==> src/rtl/rcc_prog_div_if.sv <==
// Control/status bundle for rcc_prog_div: ratio/run requests in; divided clock, enable and change status out.
interface rcc_prog_div_if #(
  parameter int RATIO_WID = 9
);
  logic [RATIO_WID-1:0] ratio;
  logic                 clk_en;
  logic                 o_clk;
  logic                 div_en;
  logic                 busy;
  logic                 upd;
  logic [RATIO_WID:0]   cur_ratio;

  modport master (
    output ratio, clk_en,
    input  o_clk, div_en, busy, upd, cur_ratio
  );

  modport slave (
    input  ratio, clk_en,
    output o_clk, div_en, busy, upd, cur_ratio
  );
endinterface

==> src/rtl/rcc_prog_div.sv <==
// Glitch-free runtime-programmable clock divider (1..2^RATIO_WID); ratio lags input by one cycle, changes and
// run/stop land only at period boundaries. Optional RCC_DIV_ODD50_EN gives 50% duty on odd ratios.
module rcc_prog_div #(
  parameter int RATIO_WID = 9,
  parameter int RST_RATIO = 1
) (
  input logic           i_clk,
  input logic           rst,
  rcc_prog_div_if.slave bus
);
  localparam logic [RATIO_WID-1:0] RST_CODE = RATIO_WID'(RST_RATIO);
  localparam logic [RATIO_WID:0]   ONE      = {{RATIO_WID{1'b0}}, 1'b1};

  // Code 0 stands for the largest ratio, 2^RATIO_WID.
  function automatic logic [RATIO_WID:0] decode(input logic [RATIO_WID-1:0] code);
    logic [RATIO_WID:0] r;
    r = {1'b0, code};
    if (code == '0) r[RATIO_WID] = 1'b1;
    return r;
  endfunction

  logic [RATIO_WID-1:0] ratio_f_q;
  logic [RATIO_WID-1:0] ratio_act_q, ratio_act_d;
  logic [RATIO_WID:0]   cnt_q, cnt_d;
  logic                 run_q, run_d;
  logic                 upd_q, upd_d;
  logic                 div_q, div_d;
  logic                 sel_byp_q;
  logic [RATIO_WID:0]   r_cur, r_last, r_nxt;
  logic                 r_is1, bnd, byp_want, div_out;

  assign r_cur  = decode(ratio_act_q);
  assign r_last = r_cur - ONE;
  assign r_is1  = (r_cur == ONE);
  assign bnd    = !run_q || r_is1 || (cnt_q == r_last);

  always_comb begin
    ratio_act_d = ratio_act_q;
    cnt_d       = cnt_q + ONE;
    run_d       = run_q;
    upd_d       = 1'b0;
    if (bnd) begin
      ratio_act_d = ratio_f_q;
      cnt_d       = '0;
      run_d       = bus.clk_en;
      upd_d       = (ratio_f_q != ratio_act_q);
    end
    r_nxt = decode(ratio_act_d);
    // Phase is held low until the bypass mux has released, so leaving bypass never merges pulses.
    div_d = run_d && (r_nxt != ONE) && !sel_byp_q && (cnt_d < (r_nxt >> 1));
  end

  always_ff @(posedge i_clk or posedge rst) begin
    if (rst) begin
      ratio_f_q   <= RST_CODE;
      ratio_act_q <= RST_CODE;
      cnt_q       <= '0;
      run_q       <= 1'b0;
      upd_q       <= 1'b0;
      div_q       <= 1'b0;
    end else begin
      ratio_f_q   <= bus.ratio;
      ratio_act_q <= ratio_act_d;
      cnt_q       <= cnt_d;
      run_q       <= run_d;
      upd_q       <= upd_d;
      div_q       <= div_d;
    end
  end

  // Mux select moves only while both mux inputs are low (falling i_clk, div_q low).
  assign byp_want = run_q && r_is1;

  always_ff @(negedge i_clk or posedge rst) begin
    if (rst)         sel_byp_q <= 1'b0;
    else if (!div_q) sel_byp_q <= byp_want;
  end

`ifdef RCC_DIV_ODD50_EN
  logic div_qn_q;

  always_ff @(negedge i_clk or posedge rst) begin
    if (rst) div_qn_q <= 1'b0;
    else     div_qn_q <= div_q;
  end

  assign div_out = div_q | (ratio_act_q[0] & !r_is1 & div_qn_q);
`else
  assign div_out = div_q;
`endif

  assign bus.o_clk     = sel_byp_q ? i_clk : div_out;
  assign bus.div_en    = run_q & (r_is1 | (cnt_q == r_last));
  assign bus.busy      = (ratio_f_q != ratio_act_q);
  assign bus.upd       = upd_q;
  assign bus.cur_ratio = r_cur;
endmodule

==> src/flat_wrapper.sv <==
// flat-port wrapper written by rule: the top's interface ports become plain ports
module rcc_prog_div_flat 
#(
  parameter int RATIO_WID = 9,
  parameter int RST_RATIO = 1
)
  (i_clk, rst, bus_ratio, bus_clk_en, bus_o_clk, bus_div_en, bus_busy, bus_upd, bus_cur_ratio);
  rcc_prog_div_if #(.RATIO_WID(RATIO_WID)) bus_i ();
  input logic i_clk;
  input logic rst;
  input wire logic [$bits(bus_i.ratio)-1:0] bus_ratio;
  input wire logic [$bits(bus_i.clk_en)-1:0] bus_clk_en;
  output wire logic [$bits(bus_i.o_clk)-1:0] bus_o_clk;
  output wire logic [$bits(bus_i.div_en)-1:0] bus_div_en;
  output wire logic [$bits(bus_i.busy)-1:0] bus_busy;
  output wire logic [$bits(bus_i.upd)-1:0] bus_upd;
  output wire logic [$bits(bus_i.cur_ratio)-1:0] bus_cur_ratio;
  assign bus_i.ratio = bus_ratio;
  assign bus_i.clk_en = bus_clk_en;
  assign bus_o_clk = bus_i.o_clk;
  assign bus_div_en = bus_i.div_en;
  assign bus_busy = bus_i.busy;
  assign bus_upd = bus_i.upd;
  assign bus_cur_ratio = bus_i.cur_ratio;
  rcc_prog_div #(.RATIO_WID(RATIO_WID), .RST_RATIO(RST_RATIO)) u_core (.i_clk(i_clk), .rst(rst), .bus(bus_i));
endmodule
==> config.mk <==
export PLATFORM = sky130hd
export DESIGN_NAME = rcc_prog_div_flat
export DESIGN_NICKNAME = d
export VERILOG_FILES = /design/src/rtl/rcc_prog_div_if.sv /design/src/rtl/rcc_prog_div.sv /design/src/flat_wrapper.sv
export SDC_FILE = /design/constraint.sdc
export NUM_CORES = 1
export LEC_CHECK = 0
export BUFFER_PORTS_ARGS = -buffer_cell sky130_fd_sc_hd__buf_2
export CAP_MARGIN = 10
export CORE_MARGIN = 1
export CORE_UTILIZATION = 25
export DETAILED_ROUTE_END_ITERATION = 12
export SLEW_MARGIN = 10
export SYNTH_ARGS = -nofsm -noshare
export SYNTH_HDL_FRONTEND = slang
export SYNTH_SLANG_ARGS = --single-unit
==> constraint.sdc <==
create_clock -name i_clk -period 7.47 [get_ports i_clk]
set_input_delay 1.494 -clock i_clk [delete_from_list [all_inputs] [get_ports i_clk]]
set_output_delay 1.494 -clock i_clk [all_outputs]
set_load 0.02 [all_outputs]
==> flow_metrics.env <==
export IMPL_powerDensity_nw_per_um2=148.3
export IMPL_hold_depth=2
export IMPL_slew_headroom=0.5934
export IMPL_io_pins=26
export IMPL_track_usage=0.1267
export IMPL_clk_pin_slew_ns=0.05
export IMPL_synthSimpleGateAreaFrac=0.1978
export IMPL_crit_buf_inv=1
export IMPL_drv_slew=0
export IMPL_hold_path_class="reg2reg"
export IMPL_ir_drop_mv=0.1311
export IMPL_setup_viol_count_final=0
export IMPL_criticalPathCategory="reg2out"
export IMPL_crit_family="flip-flops"
export IMPL_antenna_found_initial=0
export IMPL_p_clk_frac=0.461
export IMPL_critPathMaxFanout=3
export IMPL_dp_hpwl_mm=3.577
export IMPL_status="finished clean"
export IMPL_tightest_slew_ns=0.6099
export IMPL_num_rows=32
export IMPL_cts_tree="yes"
export IMPL_cp_cell_sequence="mux2_2, buf_2"
export IMPL_rsz0062_at_grt="no"
export IMPL_path_depth=2
export IMPL_port_buffers=25
export IMPL_whs_ns=0.5032
export IMPL_drc=0
export IMPL_ctsHoldBuffers=0
export IMPL_seq_power_share=0.512
export IMPL_postCtsSetupRepairBufs=0
export IMPL_p_int_uw=277.2
export IMPL_synthCells=213
export IMPL_die_x_um=92.41
export IMPL_startpoint_type="flop"
export IMPL_initial_utilization=0.2617
export IMPL_drt_iter0_markers=96
export IMPL_worst_r2r_path_depth=5
export IMPL_dr_pass1_iters=4
export IMPL_synth_xor_area_frac=0.1157
export IMPL_endpoint_kind="output pin"
export IMPL_tns_ns=0
export IMPL_wl_per_cell_um=14.13
export IMPL_synthMuxAreaShare=0.04042
export IMPL_clock_skew_ns=0.02815
export IMPL_cpMaxStageDelayCell="dfrtn_1"
export IMPL_core_um2=7807
export IMPL_final_layout_size_suffix_gt1_frac=0.1849
export IMPL_finalHoldViolCount=0
export IMPL_synth_distinct_cells=50
export IMPL_fillCellCount=832
export IMPL_fin_util=0.3021
export IMPL_synth_edff_count=0
export IMPL_crit_arrival_ns=5.08
export IMPL_diodes=0
export IMPL_syn_avg_cell_area_um2=9.593
export IMPL_cts_resized_gates=0
export IMPL_ys_ff_latch=32
export IMPL_avgViaCountPerCell=4.768
export IMPL_swShare=0.2077
export IMPL_grt_overflow_total=0
export IMPL_synth_flop_cell="dfrtp_1"
export IMPL_synth_warnings=0
export IMPL_synth_compound_area_share=0.1304
export IMPL_syn_to_final_growth_pct=15.43
export IMPL_dieArea_um2=8539
export IMPL_fin_nets=261
export IMPL_comb_power_share=0.026
export IMPL_synthAdderAreaFrac=0.06736
export IMPL_switchingPower_uw=72.66
export IMPL_drt_total_wl_mm=4.803
export IMPL_cp_required_ns=5.98
export IMPL_grt_pass1_vias=1712
export IMPL_ant_nets=0
export IMPL_clk_latency_ns=0.40
export IMPL_syn_nets=236
export IMPL_power_leakage_nw=1.128
export IMPL_syn_area_um2=2043
export IMPL_cpPeakStageDelay_ns=0.44
export IMPL_synth_top_family_by_area="simple AND/OR/NAND/NOR gates"
export IMPL_die_h_um=92.41
export IMPL_num_vias=1621
export IMPL_grt_first_pass_wirelength_mm=8.245
export IMPL_place_congestion=0.8264
export IMPL_max_cap_violations=0
export IMPL_async_flop_share=1.000
export IMPL_yosysSeqAreaShare=0.3931
export IMPL_final_common_cell="dfrtp_1"
export IMPL_final_cell_mix="29 x dfrtp_1, 25 x buf_2, 20 x nor2_1"
export IMPL_grt_max_degree=33
## area by class of cell
cell class              count  area, um2  area share
multi-input cells         157       1127      0.4780
flip-flops and latches     32      803.3      0.3406
repair buffers             25      127.6     0.05411
well taps                 102      127.6     0.05411
clock buffers              10      118.9     0.05040
inverters                  13      48.80     0.02069
clock inverters             1      5.005    0.002122
## worst reg2reg max path: cells and delay by family (launching register included)
| family | cells | cell delay [ns] |
|---|---|---|
| and+or+nand+nor | 1 | 0.16 |
| buffers and inverters | 2 | 0.29 |
| adders and majority gates | 1 | 0.31 |
| DFF | 1 | 0.64 |
| AOI/OAI and AO/OA | 1 | 0.22 |
## worst paths after layout
path | from | end | slack [ns]
worst max-delay path | u_core.sel_byp_q | bus_o_clk | 0.89
worst min-delay path | u_core.sel_byp_q | u_core.sel_byp_q | 0.50
worst max register to register | u_core.ratio_act_q[0] | u_core.sel_byp_q | 2.13
worst min register to register | u_core.sel_byp_q | u_core.sel_byp_q | 0.50
max in group asynchronous | rst | u_core.sel_byp_q | 2.35
min in group asynchronous | rst | u_core.ratio_f_q[3] | 1.19
## cell families after synthesis
logic type / count (synthesis)
and+or+nand+nor: 74
AOI/OAI and AO/OA: 37
DFF: 32
xor gates and xnor gates: 27
buffers and inverters: 24
adders and majority gates: 11
muxes: 8
## flip-flops by register name (all words and copies together) (netlist names)
register,flops
u_core.ratio_act_q,9
u_core.run_q,1
u_core.ratio_f_q,9
u_core.sel_byp_q,1
u_core.div_out,1
u_core.bus.upd,1
u_core.cnt_q,10
## per-layer routing
metal / up-vias / share of wire / track usage
li1: 797 / - / -
met1: 768 / 0.46 / 0.1592
met2: 42 / 0.47 / 0.1957
met3: 14 / 0.039 / 0.03202
met4: 0 / 0.035 / 0.07422
met5: - / 0 / 0
## metrics by stage
stage / worst slack (ns) / cells / total power, mW / area (um2)
floorplan: 1.449 / 213 / 0.1862 / 2043
global placement: 1.354 / 330 / 0.1918 / 2240
detailed placement: 1.336 / 330 / 0.1919 / 2240
CTS: 0.8849 / 340 / 0.3561 / 2359
global route: 0.8492 / 340 / 0.3652 / 2359
finish: 0.8921 / 340 / 0.3499 / 2359
## cells in the mapped netlist, types with 2 or more instances
| cell | count | area (um2) |
|---|---|---|
| dfrtp_1 | 29 | 725.7 |
| nor2_1 | 20 | 75.07 |
| xor2_1 | 17 | 148.9 |
| inv_1 | 13 | 48.80 |
| nand2_1 | 13 | 48.80 |
| ha_1 | 11 | 137.6 |
| a21oi_1 | 10 | 50.05 |
| xnor2_1 | 10 | 87.58 |
| nor3_1 | 7 | 35.03 |
| mux2i_1 | 6 | 60.06 |
| nor4_1 | 5 | 31.28 |
| clkbuf_1 | 4 | 15.01 |
| nand2b_1 | 4 | 25.02 |
| nand3_1 | 4 | 20.02 |
| o21ai_0 | 4 | 20.02 |
| and2_1 | 3 | 18.77 |
| and3_1 | 3 | 18.77 |
| and4_1 | 3 | 26.28 |
| buf_2 | 3 | 15.01 |
| buf_4 | 3 | 22.52 |
| nand4_1 | 3 | 18.77 |
| nor2b_1 | 3 | 18.77 |
| a21o_1 | 2 | 15.01 |
| dfstp_2 | 2 | 52.55 |
| mux2_2 | 2 | 22.52 |
| o2111ai_1 | 2 | 17.52 |
| o211ai_1 | 2 | 15.01 |
| o22ai_1 | 2 | 12.51 |
| o31ai_1 | 2 | 15.01 |
## power by group through the flow
stage | logic [mW] | clock network, mW | registers, mW
2_1_floorplan | 0.00484 | 0.0000883 | 0.181
3_3_place_gp | 0.00930 | 0.0000883 | 0.182
3_5_place_dp | 0.00949 | 0.0000883 | 0.182
4_1_cts | 0.00954 | 0.167 | 0.179
5_1_grt | 0.0105 | 0.175 | 0.180
6_report | 0.00915 | 0.161 | 0.179
Power figures use the tool's default switching activity.
